===== src/rtl/serial_defs.sv =====
// Shared definitions for the serial pattern-detector path: serializer state
// encodings and parameter defaults.
package serial_defs;

    typedef enum logic {
        S_IDLE  = 1'b0,
        S_SHIFT = 1'b1
    } ser_state_t;

    localparam bit IDLE_BIT_DEFAULT  = 1'b0;
    localparam bit LSB_FIRST_DEFAULT = 1'b1;

endpackage


===== src/rtl/bit_serializer_hold.sv =====
// One-word holding register with a full flag; lets the next word wait while
// the current one is still shifting out.
module bit_serializer_hold #(
    parameter int WIDTH = 8
) (
    input  logic             clk,
    input  logic             rst,
    input  logic             wr,
    input  logic             rd,
    input  logic [WIDTH-1:0] d,
    output logic [WIDTH-1:0] q,
    output logic             full
);

    always_ff @(posedge clk or negedge rst) begin
        if (!rst) begin
            q    <= '0;
            full <= 1'b0;
        end else if (wr) begin
            q    <= d;
            full <= 1'b1;
        end else if (rd) begin
            full <= 1'b0;
        end
    end

endmodule


===== src/rtl/bit_serializer.sv =====
// Parallel-to-serial front end: accepts WIDTH-bit words over valid/ready and
// emits one bit per clock on dout, streaming back-to-back words without a gap.
module bit_serializer
    import serial_defs::*;
#(
    parameter int WIDTH     = 8,
    parameter bit LSB_FIRST = LSB_FIRST_DEFAULT,
    parameter bit IDLE_BIT  = IDLE_BIT_DEFAULT
) (
    input  logic             clk,
    input  logic             rst,
    input  logic [WIDTH-1:0] din,
    input  logic             din_valid,
    output logic             din_ready,
    output logic             dout,
    output logic             dout_valid,
    output logic             busy
);

    localparam int CW = $clog2(WIDTH);
    localparam logic [CW-1:0] LAST = CW'(WIDTH - 1);

    ser_state_t       state;
    logic [WIDTH-1:0] sh;
    logic [WIDTH-1:0] sh_shifted;
    logic [CW-1:0]    cnt;
    logic [WIDTH-1:0] hold_q;
    logic             hold_full;
    logic             accept;
    logic             last_bit;
    logic             hold_wr;
    logic             hold_rd;

    // Handshake: a word transfers on a rising edge where din_valid && din_ready.
    // din_ready is forced low during reset and otherwise mirrors hold space.
    assign din_ready = rst & ~hold_full;
    assign accept    = din_valid & din_ready;
    assign last_bit  = (state == S_SHIFT) && (cnt == LAST);

    // Mid-word accepts park in hold; a last-bit accept with hold empty bypasses it.
    assign hold_wr = accept && (state == S_SHIFT) && !last_bit;
    assign hold_rd = last_bit && hold_full;

    assign sh_shifted = LSB_FIRST ? (sh >> 1) : (sh << 1);

    bit_serializer_hold #(.WIDTH(WIDTH)) u_hold (
        .clk  (clk),
        .rst  (rst),
        .wr   (hold_wr),
        .rd   (hold_rd),
        .d    (din),
        .q    (hold_q),
        .full (hold_full)
    );

    always_ff @(posedge clk or negedge rst) begin
        if (!rst) begin
            state <= S_IDLE;
            cnt   <= '0;
            sh    <= '0;
        end else begin
            case (state)
                S_IDLE: begin
                    if (accept) begin
                        sh    <= din;
                        cnt   <= '0;
                        state <= S_SHIFT;
                    end
                end
                S_SHIFT: begin
                    if (cnt != LAST) begin
                        sh  <= sh_shifted;
                        cnt <= cnt + CW'(1);
                    end else if (hold_full) begin
                        sh  <= hold_q;
                        cnt <= '0;
                    end else if (accept) begin
                        sh  <= din;
                        cnt <= '0;
                    end else begin
                        state <= S_IDLE;
                    end
                end
                default: state <= S_IDLE;
            endcase
        end
    end

    // dout depends only on sh and state, never directly on din.
    always_comb begin
        dout       = IDLE_BIT;
        dout_valid = 1'b0;
        if (state == S_SHIFT) begin
            dout       = LSB_FIRST ? sh[0] : sh[WIDTH-1];
            dout_valid = 1'b1;
        end
    end

    assign busy = (state == S_SHIFT) | hold_full;

endmodule


===== config.mk =====
export PLATFORM = sky130hd
export DESIGN_NAME = bit_serializer
export DESIGN_NICKNAME = d
export VERILOG_FILES = /design/src/rtl/serial_defs.sv /design/src/rtl/bit_serializer_hold.sv /design/src/rtl/bit_serializer.sv
export SDC_FILE = /design/constraint.sdc
export NUM_CORES = 1
export LEC_CHECK = 0
export CAP_MARGIN = 20
export CORE_MARGIN = 10
export CORE_UTILIZATION = 50
export CTS_CLUSTER_SIZE = 14
export DETAILED_ROUTE_END_ITERATION = 8
export GPL_TIMING_DRIVEN = 0
export PLACE_DENSITY = 0.76
export SETUP_SLACK_MARGIN = 0.02
export SYNTH_ARGS = -nofsm -noshare
export SYNTH_HDL_FRONTEND = slang
export SYNTH_SLANG_ARGS = --single-unit

===== constraint.sdc =====
create_clock -name clk -period 2 [get_ports clk]
set_input_delay 0.4 -clock clk [delete_from_list [all_inputs] [get_ports clk]]
set_output_delay 0.4 -clock clk [all_outputs]
set_load 0.05 [all_outputs]

==> results.py <==
metrics = {
    "floorplanning": {
        "die_area_mm2": 0.00406,
        "die_h_um": 63.8,
        "die_w_um": 63.8,
        "core-area_mm2": 0.00176,
        "row_count": 15,
        "initial_core_util_pct": 54.3,
        "io_pins": 15,
    },
    "sta": {
        "slew_headroom_pct": 38.0,
        "hold_slack_ps": 454,
        "max_freq_mhz": 531,
        "worst_pin_slew_ps": 928,
        "hold_violations": 0,
        "maxSlewViolCount": 0,
        "rsz0062_at_grt": "false",
        "fin_crit_ps": 1880,
        "setup_viol_count_final": 0,
        "final.setup_skew_ps": 12.3,
        "finalWorstSetupSlack_ps": 117,
        "timing.final.crit_share_pct": 94.2,
    },
    "place": {
        "dp_slack_ps": -1090,
        "gp_congestion": 0.798,
        "portBuffers": 14,
        "dp.cells": 109,
        "dpl.hpwl_um": 1360,
        "dpl-instance-area_mm2": 0.00113,
    },
    "worst_setup_path": {
        "cpPeakStageDelay_ps": 440,
        "worstSetupPathType": "register to output pin",
        "cp_slowest_cell": "dfrtp_2",
        "crit_path_end_kind": "output pin",
        "critical_path.cell_chain": "buf_2 -> and2_1 -> clkdlybuf4s15_2",
        "arrival_ps": 1480,
        "cp_data_required_time_ps": 1600,
        "cp_max_fo": 10,
        "start_kind": "register",
    },
    "global_routing": {
        "antenna_found_initial": 0,
        "grt_max_degree": 22,
        "grt_usage_pct": 10.1,
        "grt_pass1_wl_um": 3370,
        "grt_overflow_total": 0,
        "grt_pass1_vias": 739,
    },
    "synth": {
        "syn_avg_cell_area_um2": 13.7,
        "synth_nets": 83,
        "async_flop_share_pct": 100,
        "synth-seq-cells": 21,
        "ys.warnings.count": 0,
        "synth_flop_cell": "dfrtp_1",
        "synthesis.area_um2": 957,
        "synth_edf_count": 0,
        "synth-seq-area-share_pct": 54.9,
        "synth_cells": 70,
        "ys_types": 24,
    },
    "drt": {
        "dr_total_vias": 672,
        "drtIter0Drc": 19,
        "drc": 0,
        "wl_per_cell_um": 16.8,
        "firstDrtPassIters": 4,
        "ant_nets": 0,
        "via_per_inst": 5.89,
        "drt-total-wl_um": 1910,
    },
    "clocking": {
        "cts_root_buf": "clkbuf_4",
        "insertion_delay_ps": 310,
        "cts.clk_slew.worst_paths_ps": 110,
        "h-tree-depth": 1,
        "cts_tree": "built",
        "clock_sinks": 21,
        "cts_post_setup_buffers_inserted": 0,
        "numCtsBuffers": 3,
        "clk_path_buf_depth": 2,
    },
    "power": {
        "finalPower_mw": 1.53,
        "p_per_area_mw_per_mm2": 1320,
        "max-vdd-ir-drop_mv": 0.826,
        "cellLeakagePower_nw": 0.515,
    },
    "final_layout": {
        "diodes": 0,
        "fin_nets": 103,
        "area_growth_syn_to_layout_pct": 21.2,
        "final_cell_area_mm2": 0.00116,
        "most-common-layout-cells": "dfrtp_1 (20), clkdlybuf4s50_1 (9), a221o_1 (8), mux2_1 (8), a32o_1 (6)",
        "layout_commonest_cell": "dfrtp_1",
        "drive_gt1_share_pct": 19.1,
        "nFillCells": 144,
        "stdcell_count": 114,
    },
    "run_status": {
        "outcome": "completed",
    },
    "job": {
        "maxCapViolations": 0,
    },
    "hold_path": {
        "min_path_type": "input port to register",
    },
}
-- registers in the layout, summed over array words and instances, names as in the netlist --
signal,cells
state,1
sh,8
u_hold.full,1
cnt,3
u_hold.q,8
-- report_power, final --
part | internal [mW] | leakage [nW] | switching, mW
Sequential | 0.597 | 0.261 | 0.111
Clock | 0.0746 | 0.0177 | 0.126
Combinational | 0.302 | 0.236 | 0.316
Total | 0.973 | 0.515 | 0.553
-- cells by family after synthesis --
family	share of synthesized area, %
AOI/OAI and AO/OA	18.8
adders and majority gates	2.61
DFF	54.9
and+or+nand+nor	10.1
muxes	10.6
buffers and inverters	3.01
-- cells in the mapped netlist, types with 2 or more instances --
library cell | n | area share [%]
nor2b_1 | 3 | 2.0
a221o_1 | 8 | 8.4
a32o_1 | 6 | 6.3
buf_2 | 2 | 1.0
a22o_1 | 2 | 1.8
and2_1 | 2 | 1.3
mux2_1 | 8 | 9.4
ha_1 | 2 | 2.6
dfrtp_1 | 21 | 55
clkbuf_1 | 2 | 0.78
-- layer usage --
metal,vias up,GRT usage [%],part of all wire (%)
li1,312,-,-
met1,334,12.2,46
met2,21,16.6,47
met3,5,3.14,5.0
met4,0,3.28,1.6
met5,-,0,0
-- final cells by class --
| cell class | instances | area (µm²) | share of cell area (%) |
|---|---|---|---|
| buffer | 5 | 26.3 | 2.27 |
| clock buffer | 3 | 22.5 | 1.94 |
| clock inverter | 1 | 5.00 | 0.432 |
| inverter | 1 | 3.75 | 0.324 |
| multi-input combinational | 43 | 403 | 34.7 |
| sequential | 21 | 527 | 45.4 |
| tap | 25 | 31.3 | 2.70 |
| timing repair buffer | 15 | 141 | 12.2 |
-- what timing repair did --
item,CTS,global route
resized for setup,17,2
endpoints found under the setup margin,24,1
hold buffers,1,0
hold endpoints to repair,21,0
-- per-stage QoR --
stage,utilization [%],TNS (ps)
finish,65.7,0
global route,65.7,0
CTS,65.7,0
detailed placement,64.0,-13240
global placement,64.0,-12710
floorplan,-,0
-- worst max-delay path: cells and delay by family, from the launching register on --
kind                   cells  cell delay [ps]
flip-flops                 1              440
AND/OR/NAND/NOR            1              150
buffers and inverters      2              590
-- worst paths after layout --
kind,to,startpoint,slack (ps),depth (start not counted)
setup / recovery,dout,state,120,3
hold / removal,u_hold.full,rst,450,3
setup reg to reg,sh[6],cnt[0],140,6
hold reg to reg,u_hold.q[3],u_hold.q[3],510,1
min in group asynchronous,u_hold.q[4],rst,800,2
max in group asynchronous,state,rst,560,2
Power figures use the tool's default switching activity.
